`config.mk`:
```
export PLATFORM = sky130hd
export DESIGN_NAME = imem_loader
export DESIGN_NICKNAME = d
export VERILOG_FILES = /design/src/rtl/imem_pkg.sv /design/src/rtl/imem_frame_rx.sv /design/src/rtl/imem_loader.sv
export SDC_FILE = /design/constraint.sdc
export NUM_CORES = 1
export LEC_CHECK = 0
export CORE_MARGIN = 8
export CORE_UTILIZATION = 45
export CTS_CLUSTER_DIAMETER = 80
export DETAILED_ROUTE_END_ITERATION = 16
export GPL_ROUTABILITY_DRIVEN = 1
export GPL_TIMING_DRIVEN = 0
export PLACE_DENSITY = 0.73
export SYNTH_ARGS = -nofsm -noshare
export SYNTH_HDL_FRONTEND = slang
export SYNTH_SLANG_ARGS = --single-unit
```
`constraint.sdc`:
```
create_clock -name clk -period 3 [get_ports clk]
set_input_delay 0.6 -clock clk [delete_from_list [all_inputs] [get_ports clk]]
set_output_delay 0.6 -clock clk [all_outputs]
set_load 0.02 [all_outputs]
```
`src/rtl/imem_pkg.sv`:
```
// Shared constants and state encoding for the instruction-RAM loader.
// The instruction RAM uses RAM_SIZE and RAM_ADDR_WIDTH from here as well.
package imem_pkg;
  localparam int          RAM_SIZE        = 512;
  localparam int          RAM_ADDR_WIDTH  = 9;
  localparam logic [31:0] TEXT_BASE       = 32'h0040_0000;
  localparam logic [7:0]  START_BYTE      = 8'hA5;
  localparam int          TIMEOUT_DEFAULT = 1000000;

  typedef enum logic [2:0] {
    ST_IDLE,
    ST_LEN0,
    ST_LEN1,
    ST_DATA,
    ST_CHK,
    ST_RUN,
    ST_ERR
  } state_t;

  // Byte offset of a fetch address from the start of the text segment.
  function automatic logic [31:0] text_offset(input logic [31:0] pc);
    return pc - TEXT_BASE;
  endfunction
endpackage

```
`src/rtl/imem_frame_rx.sv`:
```
// Byte-to-word assembler for the load frame: MSB-first word packing,
// running XOR checksum, word counter and inter-byte idle timer.
module imem_frame_rx
  import imem_pkg::*;
#(
  parameter int TIMEOUT = TIMEOUT_DEFAULT
) (
  input  logic                      clk,
  input  logic                      reset_n,
  input  logic                      frame_start,
  input  logic                      data_en,
  input  logic                      timer_en,
  input  logic                      take,
  input  logic [7:0]                rx_data,
  output logic                      we,
  output logic [RAM_ADDR_WIDTH-1:0] waddr,
  output logic [31:0]               wdata,
  output logic [RAM_ADDR_WIDTH:0]   wcount,
  output logic [7:0]                chk,
  output logic                      timed_out
);
  localparam int IW = $clog2(TIMEOUT + 1);

  logic [1:0]    byte_idx;
  logic [23:0]   shift;
  logic [IW-1:0] idle_cnt;

  always_ff @(posedge clk) begin
    if (!reset_n) begin
      we       <= 1'b0;
      waddr    <= '0;
      wdata    <= '0;
      wcount   <= '0;
      chk      <= '0;
      byte_idx <= '0;
      shift    <= '0;
    end else begin
      we <= 1'b0;
      if (we) wcount <= wcount + 1'b1;
      if (frame_start) begin
        wcount   <= '0;
        chk      <= '0;
        byte_idx <= '0;
        shift    <= '0;
      end else if (data_en && take) begin
        shift    <= {shift[15:0], rx_data};
        byte_idx <= byte_idx + 1'b1;
        chk      <= chk ^ rx_data;
        // Fourth byte completes the word; the write happens on the next cycle.
        if (byte_idx == 2'd3) begin
          we    <= 1'b1;
          waddr <= wcount[RAM_ADDR_WIDTH-1:0];
          wdata <= {shift, rx_data};
        end
      end
    end
  end

  always_ff @(posedge clk) begin
    if (!reset_n || !timer_en || take) idle_cnt <= '0;
    else                               idle_cnt <= idle_cnt + 1'b1;
  end

  assign timed_out = timer_en && !take && (idle_cnt == IW'(TIMEOUT - 1));
endmodule

```
`src/rtl/imem_loader.sv`:
```
// Boot loader for the instruction RAM: receives a framed byte stream, writes
// the RAM while holding the CPU, then gives the RAM read port to instruction fetch.
//
// state | meaning
// IDLE  | after reset, waiting for START_BYTE
// LEN0  | expecting low byte of word count
// LEN1  | expecting high byte of word count
// DATA  | receiving word bytes, writing RAM
// CHK   | expecting XOR checksum byte
// RUN   | CPU released, RAM read port serves fetch
// ERR   | bad frame, CPU held, waiting for START_BYTE
module imem_loader
  import imem_pkg::*;
#(
  parameter int TIMEOUT = TIMEOUT_DEFAULT
) (
  input  logic                      clk,
  input  logic                      reset_n,
  input  logic                      rx_valid,
  input  logic [7:0]                rx_data,
  output logic                      rx_ready,
  output logic                      cpu_hold,
  input  logic [31:0]               cpu_pc,
  output logic [31:0]               cpu_inst,
  output logic                      mem_we,
  output logic [RAM_ADDR_WIDTH-1:0] mem_addr,
  output logic [31:0]               mem_wdata,
  input  logic [31:0]               mem_rdata,
  output logic                      load_err
);
  state_t                    state, state_nxt;
  logic [15:0]               len;
  logic [15:0]               len_in;
  logic [RAM_ADDR_WIDTH:0]   len_valid;
  logic [RAM_ADDR_WIDTH-1:0] waddr;
  logic [RAM_ADDR_WIDTH:0]   wcount;
  logic [7:0]                chk;
  logic [31:0]               pc_off;
  logic                      take, is_start, frame_start, timer_en, timed_out;

  assign rx_ready    = !mem_we;
  assign take        = rx_valid && rx_ready;
  assign is_start    = take && (rx_data == START_BYTE);
  assign frame_start = is_start && (state inside {ST_IDLE, ST_RUN, ST_ERR});
  assign timer_en    = state inside {ST_LEN0, ST_LEN1, ST_DATA, ST_CHK};
  assign len_in      = {rx_data, len[7:0]};
  assign pc_off      = text_offset(cpu_pc);

  imem_frame_rx #(.TIMEOUT(TIMEOUT)) u_frame_rx (
    .clk         (clk),
    .reset_n     (reset_n),
    .frame_start (frame_start),
    .data_en     (state == ST_DATA),
    .timer_en    (timer_en),
    .take        (take),
    .rx_data     (rx_data),
    .we          (mem_we),
    .waddr       (waddr),
    .wdata       (mem_wdata),
    .wcount      (wcount),
    .chk         (chk),
    .timed_out   (timed_out)
  );

  always_ff @(posedge clk) begin
    if (!reset_n) state <= ST_IDLE;
    else          state <= state_nxt;
  end

  always_comb begin
    state_nxt = state;
    unique case (state)
      ST_IDLE, ST_RUN, ST_ERR: if (is_start) state_nxt = ST_LEN0;
      ST_LEN0: if (take) state_nxt = ST_LEN1;
      ST_LEN1: if (take) begin
        if (len_in > 16'(RAM_SIZE)) state_nxt = ST_ERR;
        else if (len_in == '0)      state_nxt = ST_CHK;
        else                        state_nxt = ST_DATA;
      end
      ST_DATA: if (mem_we && (16'(wcount) + 16'd1 == len)) state_nxt = ST_CHK;
      ST_CHK:  if (take) state_nxt = (rx_data == chk) ? ST_RUN : ST_ERR;
      default: state_nxt = ST_IDLE;
    endcase
    if (timed_out) state_nxt = ST_ERR;
  end

  // The fetchable length only changes on a successful checksum.
  always_ff @(posedge clk) begin
    if (!reset_n) begin
      len       <= '0;
      len_valid <= '0;
    end else begin
      if (state == ST_LEN0 && take) len[7:0]  <= rx_data;
      if (state == ST_LEN1 && take) len[15:8] <= rx_data;
      if (state == ST_CHK && state_nxt == ST_RUN) len_valid <= len[RAM_ADDR_WIDTH:0];
    end
  end

  always_comb begin
    cpu_hold = (state != ST_RUN) || is_start;
    load_err = (state == ST_ERR);
    mem_addr = waddr;
    cpu_inst = '0;
    if (state == ST_RUN) begin
      mem_addr = cpu_pc[RAM_ADDR_WIDTH+1:2];
      if (pc_off < 32'(4 * RAM_SIZE) &&
          {1'b0, pc_off[RAM_ADDR_WIDTH+1:2]} < len_valid)
        cpu_inst = mem_rdata;
    end
  end
endmodule

```
==> flow_summary.json <==
{
  "status": "finished clean",
  "crit_required_ns": 2.40,
  "cts_buffer_depth": 2,
  "vias_per_cell": 5.23,
  "grt_pass1_wl_mm": 29.8,
  "setup_slack_ns": 0.00689,
  "synthTopCellsByCount": "203 x nand2_1, 135 x dfxtp_1, 62 x a21oi_1, 52 x nor2_1, 44 x a21boi_0",
  "p_leak_nw": 3.55,
  "ctsHoldBuffers": 0,
  "tightest_slew_ns": 0.545,
  "cts_num_sinks": 135,
  "r2r-start": "u_frame_rx.wcount[0]$_SDFFE_PP0P_",
  "vias": 6150,
  "cp-endpoint": "cpu_inst[27]",
  "wl_per_cell_um": 16.3,
  "fin_worst_skew_ns": 0.00997,
  "cp-start-kind": "input pin",
  "dr.pass1.iters": 5,
  "nFillCells": 1222,
  "die_area_um2": 18700,
  "fin_setup_tns_ns": 0,
  "arrival_ns": 2.39,
  "drive_gt1_share_pct": 18.2,
  "path_clk_slew_ns": 0.06,
  "ys_types": 62,
  "grt_use_total_pct": 20.1,
  "hp-class": "register to register",
  "area_growth_syn_to_layout_pct": 41.7,
  "maxSlewHeadroom_pct": 63.4,
  "core.rowCount": 44,
  "hpwl_mm": 13.9,
  "start_util_pct": 45.6,
  "gp_congestion": 0.875,
  "powerDensity_nw_per_um2": 437,
  "postLayoutCellArea_um2": 9280,
  "synth-edff-count": 0,
  "finalMaxSlewViolations": 0,
  "cts-root-buf": "clkbuf_16",
  "synth-main-ff-cell": "dfxtp_1",
  "synthArstFlopShare_pct": 0,
  "critPathLaunch": "cpu_pc[13]",
  "period_share_pct": 99.8,
  "ctsHtreeMaxLevel": 4,
  "wl_mm": 19.2,
  "yosysWarnings": 0,
  "grt_overflow_total": 0,
  "hold_depth": 2,
  "max_freq_ghz": 0.334,
  "netlist_area_um2": 6550,
  "synth.area.top_cells": "dfxtp_1 41%, nand2_1 12%, xor2_1 5.4%",
  "dp_slack_ns": -1.17,
  "ant_nets": 0,
  "die_w_um": 137,
  "cts_buffers": 17,
  "synth_top_area_share_pct": 41.3,
  "synthMostInstantiatedCell": "nand2_1",
  "finalCriticalPeriod_ns": 2.99,
  "n_antenna_cell": 0,
  "port_buffers": 144,
  "final_hold_viol_count": 0,
  "clkLatencyLatePin_ns": 0.42,
  "antenna_found_initial": 0,
  "worstSetupPathType": "input pin to primary output",
  "avgSynthCellArea_um2": 8.11,
  "io_pins": 152,
  "dpl-instance-area_um2": 8220,
  "finalSetupViolCount": 0,
  "crit_path_end_kind": "primary output",
  "coreArea_um2": 14400,
  "synth_top_area_cell": "dfxtp_1",
  "maxCapViolCount": 0,
  "nets": 1064,
  "r2r_end": "state[2]$_SDFF_PN0_",
  "grt_start_max_net_pins": 17,
  "cp_max_fo": 8,
  "drtIter0Drc": 341,
  "synth_fp_nets": 893,
  "max-vdd-ir-drop_mv": 0.371,
  "ys_ff_latch": 135,
  "rr_worst_depth": 8,
  "postSynthCellCount": 807,
  "cts_tree": "yes",
  "drc": 0,
  "reg2reg_slack_ns": 0.68,
  "fp.dieH_um": 137,
  "seq_area_frac_synth_pct": 41.3,
  "grt_pass1_vias": 5921
}
metal layers:
metal	vias up	wire [µm]	global-route usage, %
li1	3043	-	-
met1	2877	8430	24.2
met2	199	8930	33.3
met3	31	1350	4.99
met4	0	495	9.03
met5	-	0	0
area by class of cell:
cell class / count / area [µm²] / share of cell area (%)
Timing Repair Buffer: 152 / 1540 / 16.6
Tap cell: 184 / 230 / 2.48
Sequential cell: 135 / 2700 / 29.1
Clock inverter: 13 / 134 / 1.44
Clock buffer: 19 / 443 / 4.77
Buffer: 55 / 338 / 3.64
Multi-Input combinational cell: 605 / 3840 / 41.4
Inverter: 12 / 45.0 / 0.485
kinds of logic after synthesis:
family                     count (synthesis)  share of synthesized area (%)
DFF                                      135                           41.3
buffers and inverters                     67                           4.85
xor gates and xnor gates                  58                           7.76
muxes                                     29                           4.64
adders and majority gates                 12                           2.26
AOI/OAI and AO/OA                        135                           13.0
and+or+nand+nor                          371                           26.2
per-stage QoR:
stage / power, mW / instances / utilization [%] / hold slack [ns]
floorplan: 1.91 / 807 / - / 0.430
global placement: 2.03 / 1135 / 57.2 / 0.440
detailed placement: 2.03 / 1135 / 57.2 / 0.448
CTS: 4.08 / 1172 / 62.9 / 0.460
global route: 4.18 / 1175 / 64.6 / 0.485
finish: 4.06 / 1175 / 64.6 / 0.456
repair_timing:
action | 4_1_cts | 5_1_grt
gates resized for setup | 225 | 80
pin swaps | 18 | 13
setup buffers | 1 | 1
endpoints found under the setup margin | 43 | 42
gates cloned | 4 | 2
registers in the layout, indices dropped and copies added (netlist names):
name	cells
u_frame_rx.idle_cnt	20
len	16
u_frame_rx.we	1
len_valid	10
u_frame_rx.shift	24
u_frame_rx.chk	8
u_frame_rx.wcount	10
u_frame_rx.wdata	32
u_frame_rx.byte_idx	2
state	3
u_frame_rx.waddr	9
worst min-delay path by stage:
stage,to,slack (ns),start
finish,u_frame_rx.shift[21]$_SDFFE_PP0P_,0.46,u_frame_rx.shift[21]$_SDFFE_PP0P_
global route,u_frame_rx.wdata[30]$_SDFFE_PN0P_,0.48,u_frame_rx.wdata[30]$_SDFFE_PN0P_
detailed placement,u_frame_rx.wdata[7]$_SDFFE_PN0P_,0.45,u_frame_rx.wdata[7]$_SDFFE_PN0P_
floorplan,u_frame_rx.idle_cnt[0]$_SDFF_PP0_,0.43,u_frame_rx.idle_cnt[0]$_SDFF_PP0_
global placement,u_frame_rx.wdata[7]$_SDFFE_PN0P_,0.44,u_frame_rx.wdata[7]$_SDFFE_PN0P_
CTS,u_frame_rx.wdata[7]$_SDFFE_PN0P_,0.46,u_frame_rx.wdata[7]$_SDFFE_PN0P_
placed cells by master (no fill, tap or decap), types with 6 or more instances in the layout:
cell type and count:
a21oi_2 20, nand3_1 29, buf_8 7, inv_6 6, nor2b_1 21, clkbuf_1 20
dlymetal6s2s_1 18, clkdlybuf4s50_1 86, a21oi_1 33, buf_2 20, nor2_1 51, buf_6 23
dfxtp_1 134, a21oi_4 10, nand2_1 195, mux2i_1 18, buf_4 19, dlygate4sd2_1 7
a21boi_0 44, xor2_1 40, nand4_1 9, inv_1 12, clkbuf_16 17, xnor2_1 18
ha_1 9, nor3_1 7, mux2_2 9
critical path, cell delays in order:
cell and delay, ns:
clkdlybuf4s50_1 0.40, or4_4 0.50, nor4_4 0.16, buf_6 0.19, buf_6 0.12, nand2_1 0.06
a21oi_1 0.18, buf_4 0.18
power by group:
group / switching (mW) / total (mW) / internal (mW)
combinational: 0.117 / 0.238 / 0.120
sequential: 0.000166 / 1.79 / 1.79
clock: 0.842 / 2.03 / 1.19
total: 0.959 / 4.06 / 3.10
Note: power is estimated with default switching activity, not from simulation.
